**config.mk**
```make
export PLATFORM = sky130hd
export DESIGN_NAME = ajit_acc_dma_engine
export DESIGN_NICKNAME = d
export VERILOG_FILES = /design/src/rtl/ajit_acc_dma_pkg.sv /design/src/rtl/ajit_acc_dma_engine_fifo.sv /design/src/rtl/ajit_acc_dma_engine.sv
export SDC_FILE = /design/constraint.sdc
export NUM_CORES = 1
export LEC_CHECK = 0
export ABC_AREA = 1
export CORE_UTILIZATION = 45
export DETAILED_ROUTE_END_ITERATION = 10
export MAX_ROUTING_LAYER = met4
export PLACE_DENSITY = 0.71
export SYNTH_ARGS = -nofsm -noshare
export SYNTH_HDL_FRONTEND = slang
export SYNTH_HIERARCHICAL = 1
export SYNTH_SLANG_ARGS = --single-unit
```
**constraint.sdc**
```tcl
create_clock -name clk -period 4.76 [get_ports clk]
set_input_delay 0.952 -clock clk [delete_from_list [all_inputs] [get_ports clk]]
set_output_delay 0.952 -clock clk [all_outputs]
set_load 0.01 [all_outputs]
```
**src/rtl/ajit_acc_dma_pkg.sv**
```systemverilog
// Shared definitions for the AJIT accelerator DMA engine.
//   - FSM state encoding
//   - ACB memory request/response field positions
//   - fixed request field values (full byte mask)
package ajit_acc_dma_pkg;

  typedef enum logic [2:0] {
    S_IDLE,
    S_RD_REQ,
    S_RD_RSP,
    S_WR_REQ,
    S_WR_RSP,
    S_FINISH,
    S_FAIL
  } dma_state_e;

  localparam int ADDR_W   = 36;
  localparam int DATA_W   = 64;
  localparam int REQ_W    = 110;
  localparam int RSP_W    = 65;

  // request pipe fields
  localparam int LOCK_BIT = 109;
  localparam int RW_BIT   = 108;
  localparam int MASK_HI  = 107;
  localparam int MASK_LO  = 100;
  localparam int ADDR_HI  = 99;
  localparam int ADDR_LO  = 64;

  // response pipe fields
  localparam int ERR_BIT  = 64;

  localparam logic [7:0]        FULL_MASK  = 8'hFF;
  localparam logic [ADDR_W-1:0] WORD_BYTES = 36'd8;
  localparam logic [ADDR_W-1:0] ADDR_ALIGN = 36'h7;

endpackage

```
**src/rtl/ajit_acc_dma_engine_fifo.sv**
```systemverilog
// acc_dma_fifo: synchronous FIFO buffering one read burst of the DMA engine.
//   clk, rst (async, active-high)
//   push/wdata  : write one word (ignored when full)
//   pop/rdata   : rdata is the head word (show-ahead), pop drops it
//   flush       : empties the FIFO on the next edge
//   full, empty, level : occupancy status
module acc_dma_fifo #(
  parameter int DEPTH = 4,
  parameter int WIDTH = 64,
  localparam int AW   = $clog2(DEPTH)
) (
  input  logic             clk,
  input  logic             rst,
  input  logic             push,
  input  logic             pop,
  input  logic             flush,
  input  logic [WIDTH-1:0] wdata,
  output logic [WIDTH-1:0] rdata,
  output logic             full,
  output logic             empty,
  output logic [AW:0]      level
);

  logic [WIDTH-1:0] mem [DEPTH];
  logic [AW:0]      wr_ptr, rd_ptr;
  logic             do_push, do_pop;

  assign do_push = push & ~full;
  assign do_pop  = pop & ~empty;

  // one extra pointer bit tells full apart from empty
  assign empty = (wr_ptr == rd_ptr);
  assign full  = (wr_ptr[AW] != rd_ptr[AW]) && (wr_ptr[AW-1:0] == rd_ptr[AW-1:0]);
  assign level = wr_ptr - rd_ptr;
  assign rdata = mem[rd_ptr[AW-1:0]];

  always_ff @(posedge clk or posedge rst) begin
    if (rst) begin
      wr_ptr <= '0;
      rd_ptr <= '0;
    end else if (flush) begin
      wr_ptr <= '0;
      rd_ptr <= '0;
    end else begin
      if (do_push) wr_ptr <= wr_ptr + (AW+1)'(1);
      if (do_pop)  rd_ptr <= rd_ptr + (AW+1)'(1);
    end
  end

  always_ff @(posedge clk) begin
    if (do_push) mem[wr_ptr[AW-1:0]] <= wdata;
  end

endmodule

```
**src/rtl/ajit_acc_dma_engine.sv**
```systemverilog
// ajit_acc_dma_engine: memory-side copy engine of the AJIT accelerator.
// Copies cmd_word_count 64-bit words from cmd_src_addr to cmd_dst_addr in
// bursts of up to FIFO_DEPTH words, one ACB request outstanding at a time.
//   clk, reset (async, active-high)
//   cmd_*       : start pulse and copy parameters from the command block
//   irq_clear   : clears sticky done/error
//   busy, done, error, words_done : status back to the command block
//   ACB_ACCELERATOR_MEM_REQUEST_*  : request pipe (engine -> memory)
//   ACB_ACCELERATOR_MEM_RESPONSE_* : response pipe (memory -> engine)
//   ACCELERATOR_INTERRUPT = done | error
module ajit_acc_dma_engine
  import ajit_acc_dma_pkg::*;
#(
  parameter int FIFO_DEPTH = 4,
  parameter int CNT_W      = 16
) (
  input  logic               clk,
  input  logic               reset,
  input  logic               cmd_start,
  input  logic [35:0]        cmd_src_addr,
  input  logic [35:0]        cmd_dst_addr,
  input  logic [CNT_W-1:0]   cmd_word_count,
  input  logic               irq_clear,
  output logic               busy,
  output logic               done,
  output logic               error,
  output logic [CNT_W-1:0]   words_done,
  output logic [109:0]       ACB_ACCELERATOR_MEM_REQUEST_pipe_read_data,
  input  logic               ACB_ACCELERATOR_MEM_REQUEST_pipe_read_req,
  output logic               ACB_ACCELERATOR_MEM_REQUEST_pipe_read_ack,
  input  logic [64:0]        ACB_ACCELERATOR_MEM_RESPONSE_pipe_write_data,
  input  logic               ACB_ACCELERATOR_MEM_RESPONSE_pipe_write_req,
  output logic               ACB_ACCELERATOR_MEM_RESPONSE_pipe_write_ack,
  output logic               ACCELERATOR_INTERRUPT
);

  localparam int LVL_W = $clog2(FIFO_DEPTH) + 1;

  dma_state_e        state;
  logic [ADDR_W-1:0] src_addr, dst_addr;
  logic [CNT_W-1:0]  rd_left;
  logic              req_vld, rsp_rdy;
  logic              req_xfer, rsp_xfer, rsp_err;
  logic [DATA_W-1:0] fifo_head;
  logic              fifo_full, fifo_empty;
  logic [LVL_W-1:0]  fifo_level;
  logic              fifo_push, fifo_pop, fifo_last;
  logic [REQ_W-1:0]  req_data;

  assign req_xfer = req_vld & ACB_ACCELERATOR_MEM_REQUEST_pipe_read_req;
  assign rsp_xfer = rsp_rdy & ACB_ACCELERATOR_MEM_RESPONSE_pipe_write_req;
  assign rsp_err  = ACB_ACCELERATOR_MEM_RESPONSE_pipe_write_data[ERR_BIT];

  assign fifo_push = rsp_xfer && (state == S_RD_RSP) && !rsp_err;
  assign fifo_pop  = req_xfer && (state == S_WR_REQ);
  // the word being pushed now takes the last free slot
  assign fifo_last = (fifo_level == LVL_W'(FIFO_DEPTH - 1));

  acc_dma_fifo #(.DEPTH(FIFO_DEPTH), .WIDTH(DATA_W)) u_fifo (
    .clk   (clk),
    .rst   (reset),
    .push  (fifo_push),
    .pop   (fifo_pop),
    .flush (state == S_FAIL),
    .wdata (ACB_ACCELERATOR_MEM_RESPONSE_pipe_write_data[DATA_W-1:0]),
    .rdata (fifo_head),
    .full  (fifo_full),
    .empty (fifo_empty),
    .level (fifo_level)
  );

  // Request fields come only from registers held constant in RD_REQ/WR_REQ,
  // so data stays stable while ack waits. Gated to zero when idle.
  always_comb begin
    req_data = '0;
    if (req_vld) begin
      req_data[LOCK_BIT]        = 1'b0;
      req_data[RW_BIT]          = (state == S_RD_REQ);
      req_data[MASK_HI:MASK_LO] = FULL_MASK;
      req_data[ADDR_HI:ADDR_LO] = (state == S_RD_REQ) ? src_addr : dst_addr;
      if (state == S_WR_REQ) req_data[DATA_W-1:0] = fifo_head;
    end
  end

  assign ACB_ACCELERATOR_MEM_REQUEST_pipe_read_data  = req_data;
  assign ACB_ACCELERATOR_MEM_REQUEST_pipe_read_ack   = req_vld;
  assign ACB_ACCELERATOR_MEM_RESPONSE_pipe_write_ack = rsp_rdy;
  assign ACCELERATOR_INTERRUPT = done | error;

  always_ff @(posedge clk or posedge reset) begin
    if (reset) begin
      state      <= S_IDLE;
      src_addr   <= '0;
      dst_addr   <= '0;
      rd_left    <= '0;
      words_done <= '0;
      busy       <= 1'b0;
      done       <= 1'b0;
      error      <= 1'b0;
      req_vld    <= 1'b0;
      rsp_rdy    <= 1'b0;
    end else begin
      // FINISH/FAIL below override this, so a same-cycle set wins
      if (irq_clear) begin
        done  <= 1'b0;
        error <= 1'b0;
      end
      case (state)
        S_IDLE: if (cmd_start) begin
          src_addr   <= cmd_src_addr & ~ADDR_ALIGN;
          dst_addr   <= cmd_dst_addr & ~ADDR_ALIGN;
          rd_left    <= cmd_word_count;
          words_done <= '0;
          done       <= 1'b0;
          error      <= 1'b0;
          busy       <= 1'b1;
          if (cmd_word_count == '0) begin
            state <= S_FINISH;
          end else begin
            state   <= S_RD_REQ;
            req_vld <= 1'b1;
          end
        end
        S_RD_REQ: if (req_xfer) begin
          state   <= S_RD_RSP;
          req_vld <= 1'b0;
          rsp_rdy <= 1'b1;
        end
        S_RD_RSP: if (rsp_xfer) begin
          rsp_rdy <= 1'b0;
          if (rsp_err) begin
            state <= S_FAIL;
          end else begin
            src_addr <= src_addr + WORD_BYTES;
            rd_left  <= rd_left - CNT_W'(1);
            req_vld  <= 1'b1;
            state    <= (fifo_last || rd_left == CNT_W'(1)) ? S_WR_REQ : S_RD_REQ;
          end
        end
        S_WR_REQ: if (req_xfer) begin
          state   <= S_WR_RSP;
          req_vld <= 1'b0;
          rsp_rdy <= 1'b1;
        end
        S_WR_RSP: if (rsp_xfer) begin
          rsp_rdy <= 1'b0;
          if (rsp_err) begin
            state <= S_FAIL;
          end else begin
            dst_addr   <= dst_addr + WORD_BYTES;
            words_done <= words_done + CNT_W'(1);
            // fifo_empty already reflects the pop done in WR_REQ
            if (!fifo_empty) begin
              state   <= S_WR_REQ;
              req_vld <= 1'b1;
            end else if (rd_left != '0) begin
              state   <= S_RD_REQ;
              req_vld <= 1'b1;
            end else begin
              state <= S_FINISH;
            end
          end
        end
        S_FINISH: begin
          busy  <= 1'b0;
          done  <= 1'b1;
          state <= S_IDLE;
        end
        S_FAIL: begin
          busy  <= 1'b0;
          error <= 1'b1;
          state <= S_IDLE;
        end
        default: state <= S_IDLE;
      endcase
    end
  end

  // fifo_full is kept for visibility; burst end is decided one push early
  logic unused_full;
  assign unused_full = fifo_full;

endmodule
```
Word level (Yosys, flattened, before mapping)
Memories as Yosys holds them, arrays and structs flattened.
Index checks and enable logic that the tools add are counted.
{ "word_totals": {"ff_bits": 118, "n_memories": 1, "input_bits": 159, "ramBits": 256, "wordCells": 132} }
{ "memory_table": {"columns": ["name", "depth", "width", "read_ports", "rd_ports_with_merged_regs", "write_ports", "line_no", "rtl"], "rows": [
  ["u_fifo.mem", 4, 64, 1, 0, 1, "ajit_acc_dma_engine_fifo.sv:24", "logic [WIDTH-1:0] mem [DEPTH];"]
]} }
{ "op_classes": {"muxes": 58, "reduce_logical": 25, "addsub": 7, "bitwise_logic": 7, "n_eq_ne": 22} }
{ "ops": {"columns": ["op", "count"], "rows": [
  ["2-to-1 mux 36 bit", 7],
  ["case mux 36 bit (2 select lines)", 2],
  ["2-to-1 mux 109 bit", 1],
  ["2-to-1 mux 16 bit", 6],
  ["adder 36 x 4 -> 36 bit (second input constant)", 2],
  ["2-to-1 mux 64 bit", 1],
  ["case mux 16 bit (2 select lines)", 2],
  ["2-to-1 mux 3 bit", 14],
  ["2-to-1 mux 1 bit", 18],
  ["adder 16 x 1 -> 16 bit (second input constant)", 1],
  ["equality test 16 x 1 -> 1 bit (second input constant)", 1],
  ["zero test 16 bit", 1],
  ["inequality test 2 bit (second input constant)", 8],
  ["nonzero test 16 bit", 1],
  ["subtractor 16 x 1 -> 16 bit (second input constant)", 1],
  ["case mux 3 bit (5 select lines)", 1],
  ["nonzero test 2 bit", 6],
  ["equality test 3 x 2 -> 1 bit (second input constant)", 3],
  ["equality test 3 bit (second input constant)", 3],
  ["AND reduction 9 bit", 1],
  ["case mux 1 bit (2 select lines)", 4],
  ["AND reduction 4 bit", 2],
  ["adder 3 x 1 -> 3 bit (second input constant)", 2],
  ["OR reduction 2 bit", 3],
  ["other kinds (20)", 28]
]} }

Logic depth before layout (Yosys ltp)
{ "logic_depth": {"depth_word": 7, "ltp_mapped": 15, "depth_no_buf": 13} }

Modules after synthesis
Netlist, hierarchy kept.
{ "modules_own_cells": {"columns": ["mod", "seq_area_each_um2", "cells_per_inst", "area_each_um2", "instances"], "rows": [
  ["acc_dma_fifo", 7837.5, 690, 9995.8, 1],
  ["ajit_acc_dma_engine", 2652.5, 1468, 8695.8, 1]
]} }

Least setup slack after synthesis
Ideal clock, no wire load.
{ "synth_path": {"kind": "input to register", "startpoint": "input ACB_ACCELERATOR_MEM_RESPONSE_pipe_write_req", "endpoint": "memory u_fifo.mem[0][0] (enable)", "t_required_ns": 4.274, "n_path_buf": 0, "path_slack_ns": 0.073, "arrival_ns": 4.201, "path_stages": 6, "cell_sequence": "nand2_1 > inv_1 > nand2_1 > nor2_1 > nand2_2 > nor2_1"} }
{ "synth_via": {"elab_chain_len": 6} }
{ "synth_lines": {"columns": ["element", "line_no", "rtl"], "rows": [
  ["start, declared", "ajit_acc_dma_engine.sv:32", "input logic ACB_ACCELERATOR_MEM_RESPONSE_pipe_write_req,"],
  ["bitwise AND 1 bit", "ajit_acc_dma_engine.sv:51", "assign rsp_xfer = rsp_rdy & ACB_ACCELERATOR_MEM_RESPONSE_pipe_write_req;"],
  ["logical AND 1 bit (2 in a row)", "ajit_acc_dma_engine.sv:54", "assign fifo_push = rsp_xfer && (state == S_RD_RSP) && !rsp_err;"],
  ["net fifo_push", "ajit_acc_dma_engine.sv:47", "logic fifo_push, fifo_pop, fifo_last;"],
  ["bitwise AND 1 bit", "ajit_acc_dma_engine_fifo.sv:28", "assign do_push = push & ~full;"],
  ["2-to-1 mux 1 bit", "ajit_acc_dma_engine_fifo.sv:51", "if (do_push) mem[wr_ptr[AW-1:0]] <= wdata;"],
  ["2-to-1 mux 1 bit (not written as such)", "ajit_acc_dma_engine_fifo.sv:51", null],
  ["end, declared", "ajit_acc_dma_engine_fifo.sv:24", null]
]} }
The timed path passes the listed nets, and every way through them passes these cells.

Worst setup path in the final report
{ "layout_path": {"startpoint": "register u_fifo.rd_ptr[0]", "endpoint": "output ACB_ACCELERATOR_MEM_REQUEST_pipe_read_data[24]"} }
{ "layout_via": {"elab_chain_len": 3} }
{ "layout_lines": {"columns": ["element", "line_no", "rtl"], "rows": [
  ["start, declared", "ajit_acc_dma_engine_fifo.sv:25", "logic [AW:0] wr_ptr, rd_ptr;"],
  ["start signal, assigned", "ajit_acc_dma_engine_fifo.sv:46", "if (do_pop) rd_ptr <= rd_ptr + (AW+1)'(1);"],
  ["memory read (4 x 64 bit)", null, null],
  ["net fifo_head[24]", "ajit_acc_dma_engine.sv:44", "logic [DATA_W-1:0] fifo_head;"],
  ["2-to-1 mux 64 bit", "ajit_acc_dma_engine.sv:81", "if (state == S_WR_REQ) req_data[DATA_W-1:0] = fifo_head;"],
  ["2-to-1 mux 109 bit", "ajit_acc_dma_engine.sv:76", "if (req_vld) begin"],
  ["end, declared", "ajit_acc_dma_engine.sv:28", "output logic [109:0] ACB_ACCELERATOR_MEM_REQUEST_pipe_read_data,"]
]} }
The timed path passes the listed nets, and every way through them passes these cells.

==> metrics.csv <==
stage,metric,value,unit
logic_synthesis,syn-instance-count,2157,
clock_tree,numCtsBuffers,40,
worst_setup_path,end_kind,primary output,
die,dieHeight,206,um
clock_tree,ctsResizeCount,0,
die,num_rows,74,
global_routing,grt_pass1_vias,15189,
cells_and_area,fillers,3644,
worst_setup_path,cp_slowest_cell,dfrtp_4,
pwr,p_sw_frac,0.406,
worst_setup_path,cp_max_fo,63,
sta,rsz0062_at_grt,false,
global_routing,grt_first_pass_wirelength,82500,um
worst_setup_path,required,3810,ps
cells_and_area,synthToLayoutAreaGrowth,23.7,%
cells_and_area,most-common-layout-cells,"nand2_1, nor2_1, clkdlybuf4s50_1",
sta,hold_violations,0,
logic_synthesis,synthesis.area,18700,sq um
drt,detail_route.wirelength,53400,um
clock_tree,hold_buffers,0,
clock_tree,htree_levels,2,
global_routing,grt_usage,0.259,
cells_and_area,final_util,0.565,
sta,fin_tns_setup,0,ps
pwr,leakage,9.03,nW
die,initial_core_util,0.457,
run,cap_violations,0,
cells_and_area,nets,2570,
drt,vias,15812,
global_routing,antenna_found_initial,3,
clock_tree,clock_path_buffers,3,
drt,ant_nets,0,
global_routing,gr-total-overflow,0,
sta,tightest_slew,1010,ps
pwr,p_int,0.00750,W
pwr,p_switching,0.00512,W
logic_synthesis,yosysWarnings,6,
drt,wire_per_inst,18.0,um
sta,maxSlewViolCount,0,
min_path,hold_class,register to register,
die,ios,291,
pwr,ir_drop,0.000365,V
worst_setup_path,path_cells,inv_4 > buf_4 > nor2_1 > o22ai_1 > inv_1 > nor2_1 > clkdlybuf4s50_1,
worst_setup_path,cpPeakStageDelay,630,ps
sta,max_freq,0.238,GHz
sta,period_share,0.883,
drt,first_pass_iters,5,
drt,via_per_inst,5.33,
place,gp_congestion,0.986,
worst_setup_path,cp.arrival,3250,ps
cells_and_area,drive_above_1_share,0.0539,
clock_tree,clkSinkCount,368,
worst_setup_path,critPathLaunchType,register,
pwr,p_seq_frac,0.358,
outcome,status,completed,
place,dpl.hpwl,35000,um
sta,fin_crit,4200,ps
sta,setup_violations,0,
sta,whs,496,ps
sta,skew,16.8,ps
die,die_x,206,um
global_routing,grt_start_max_net_pins,73,
drt,drtIter0Drc,1147,
worst_setup_path,critical_path_class,register to primary output,
pwr,power_density,546,nW/um^2
sta,slew_headroom,0.329,
die,coreArea,40900,sq um
pwr,p_clk_frac,0.240,
clock_tree,cts_setup_buffers,0,
worst_setup_path,crit_top_cell,nor2_1,
clock_tree,cts_tree,done,
clock_tree,insertion_delay,580,ps
die,die_area,42300,sq um
logic_synthesis,syn-mean-instance-area,8.66,sq um
pwr,power_frac_comb,0.402,
clock_tree,clk_pin_slew_worst_paths,60,ps
clock_tree,clockRootBuffer,clkbuf_16,
place,portBuffers,280,
cells_and_area,final_common_cell,nand2_1,
drt,drc,0,
==> worst paths after layout <==
path	from	to	slack, ps	cells after the start
worst min-delay path	rd_left[14]	rd_left[14]	500	2
min in group asynchronous	reset	u_fifo/rd_ptr[2]	750	2
worst max register to register	state[0]	src_addr[22]	1780	12
worst min register to register	rd_left[14]	rd_left[14]	500	2
worst max-delay path	u_fifo/rd_ptr[0]	ACB_ACCELERATOR_MEM_REQUEST_pipe_read_data[24]	560	7
max in group asynchronous	reset	words_done[15]	2980	3
==> power groups by stage <==
| stage | logic [W] | clock network [W] | registers (W) |
|---|---|---|---|
| after floorplan | 0.00339 | 0 | 0.00432 |
| after global placement | 0.00495 | 0 | 0.00454 |
| after detailed placement | 0.00505 | 0 | 0.00455 |
| after CTS | 0.00509 | 0.00309 | 0.00449 |
| after global routing | 0.00566 | 0.00322 | 0.00456 |
| final | 0.00507 | 0.00303 | 0.00451 |
==> routing by layer <==
| metal | wire length [um] | share of wire | track usage | up-vias |
|---|---|---|---|---|
| li1 | - | - | - | 7669 |
| met1 | 22100 | 0.41 | 0.319 | 7493 |
| met2 | 26100 | 0.49 | 0.433 | 568 |
| met3 | 3710 | 0.070 | 0.0436 | 82 |
| met4 | 1410 | 0.026 | 0.0840 | 0 |
| met5 | 0 | 0 | - | - |
==> stage by stage <==
step / instance area [sq um] / total power, W / std cells / worst slack [ps]
after global placement: 21800 / 0.00948 / 2887 / 1160
after floorplan: 18700 / 0.00771 / 2160 / 73.0
after global routing: 23100 / 0.0134 / 2964 / 344
after detailed placement: 21800 / 0.00961 / 2887 / 1130
after CTS: 23100 / 0.0127 / 2961 / 510
final: 23100 / 0.0126 / 2964 / 559
==> cell type report <==
class                           count  area (sq um)  area share
Clock buffer                       50          1070      0.0462
Multi-Input combinational cell   1462          6780       0.293
Tap cell                          532           666      0.0288
Timing Repair Buffer              305          3050       0.132
Clock inverter                     24           218     0.00942
Inverter                          220           833      0.0360
Sequential cell                   368         10500       0.454
Antenna cell                        3          7.51    0.000325
==> flip-flops by register name (all words and copies together), names as in the netlist <==
register / count
ACB_ACCELERATOR_MEM_REQUEST_pipe_read_ack: 1
ACB_ACCELERATOR_MEM_RESPONSE_pipe_write_ack: 1
busy: 1
done: 1
dst_addr: 33
error: 1
rd_left: 16
src_addr: 33
state: 3
u_fifo/mem: 256
u_fifo/rd_ptr: 3
u_fifo/wr_ptr: 3
words_done: 16
==> worst max-delay path: cells and delay by family (launching register included) <==
family | cells | cell delay [ps]
buffers and inverters | 4 | 1580
AND/OR/NAND/NOR | 2 | 180
flip-flops | 1 | 630
AO/OA/AOI/OAI | 1 | 210
Note: power is estimated with default switching activity, not from simulation.
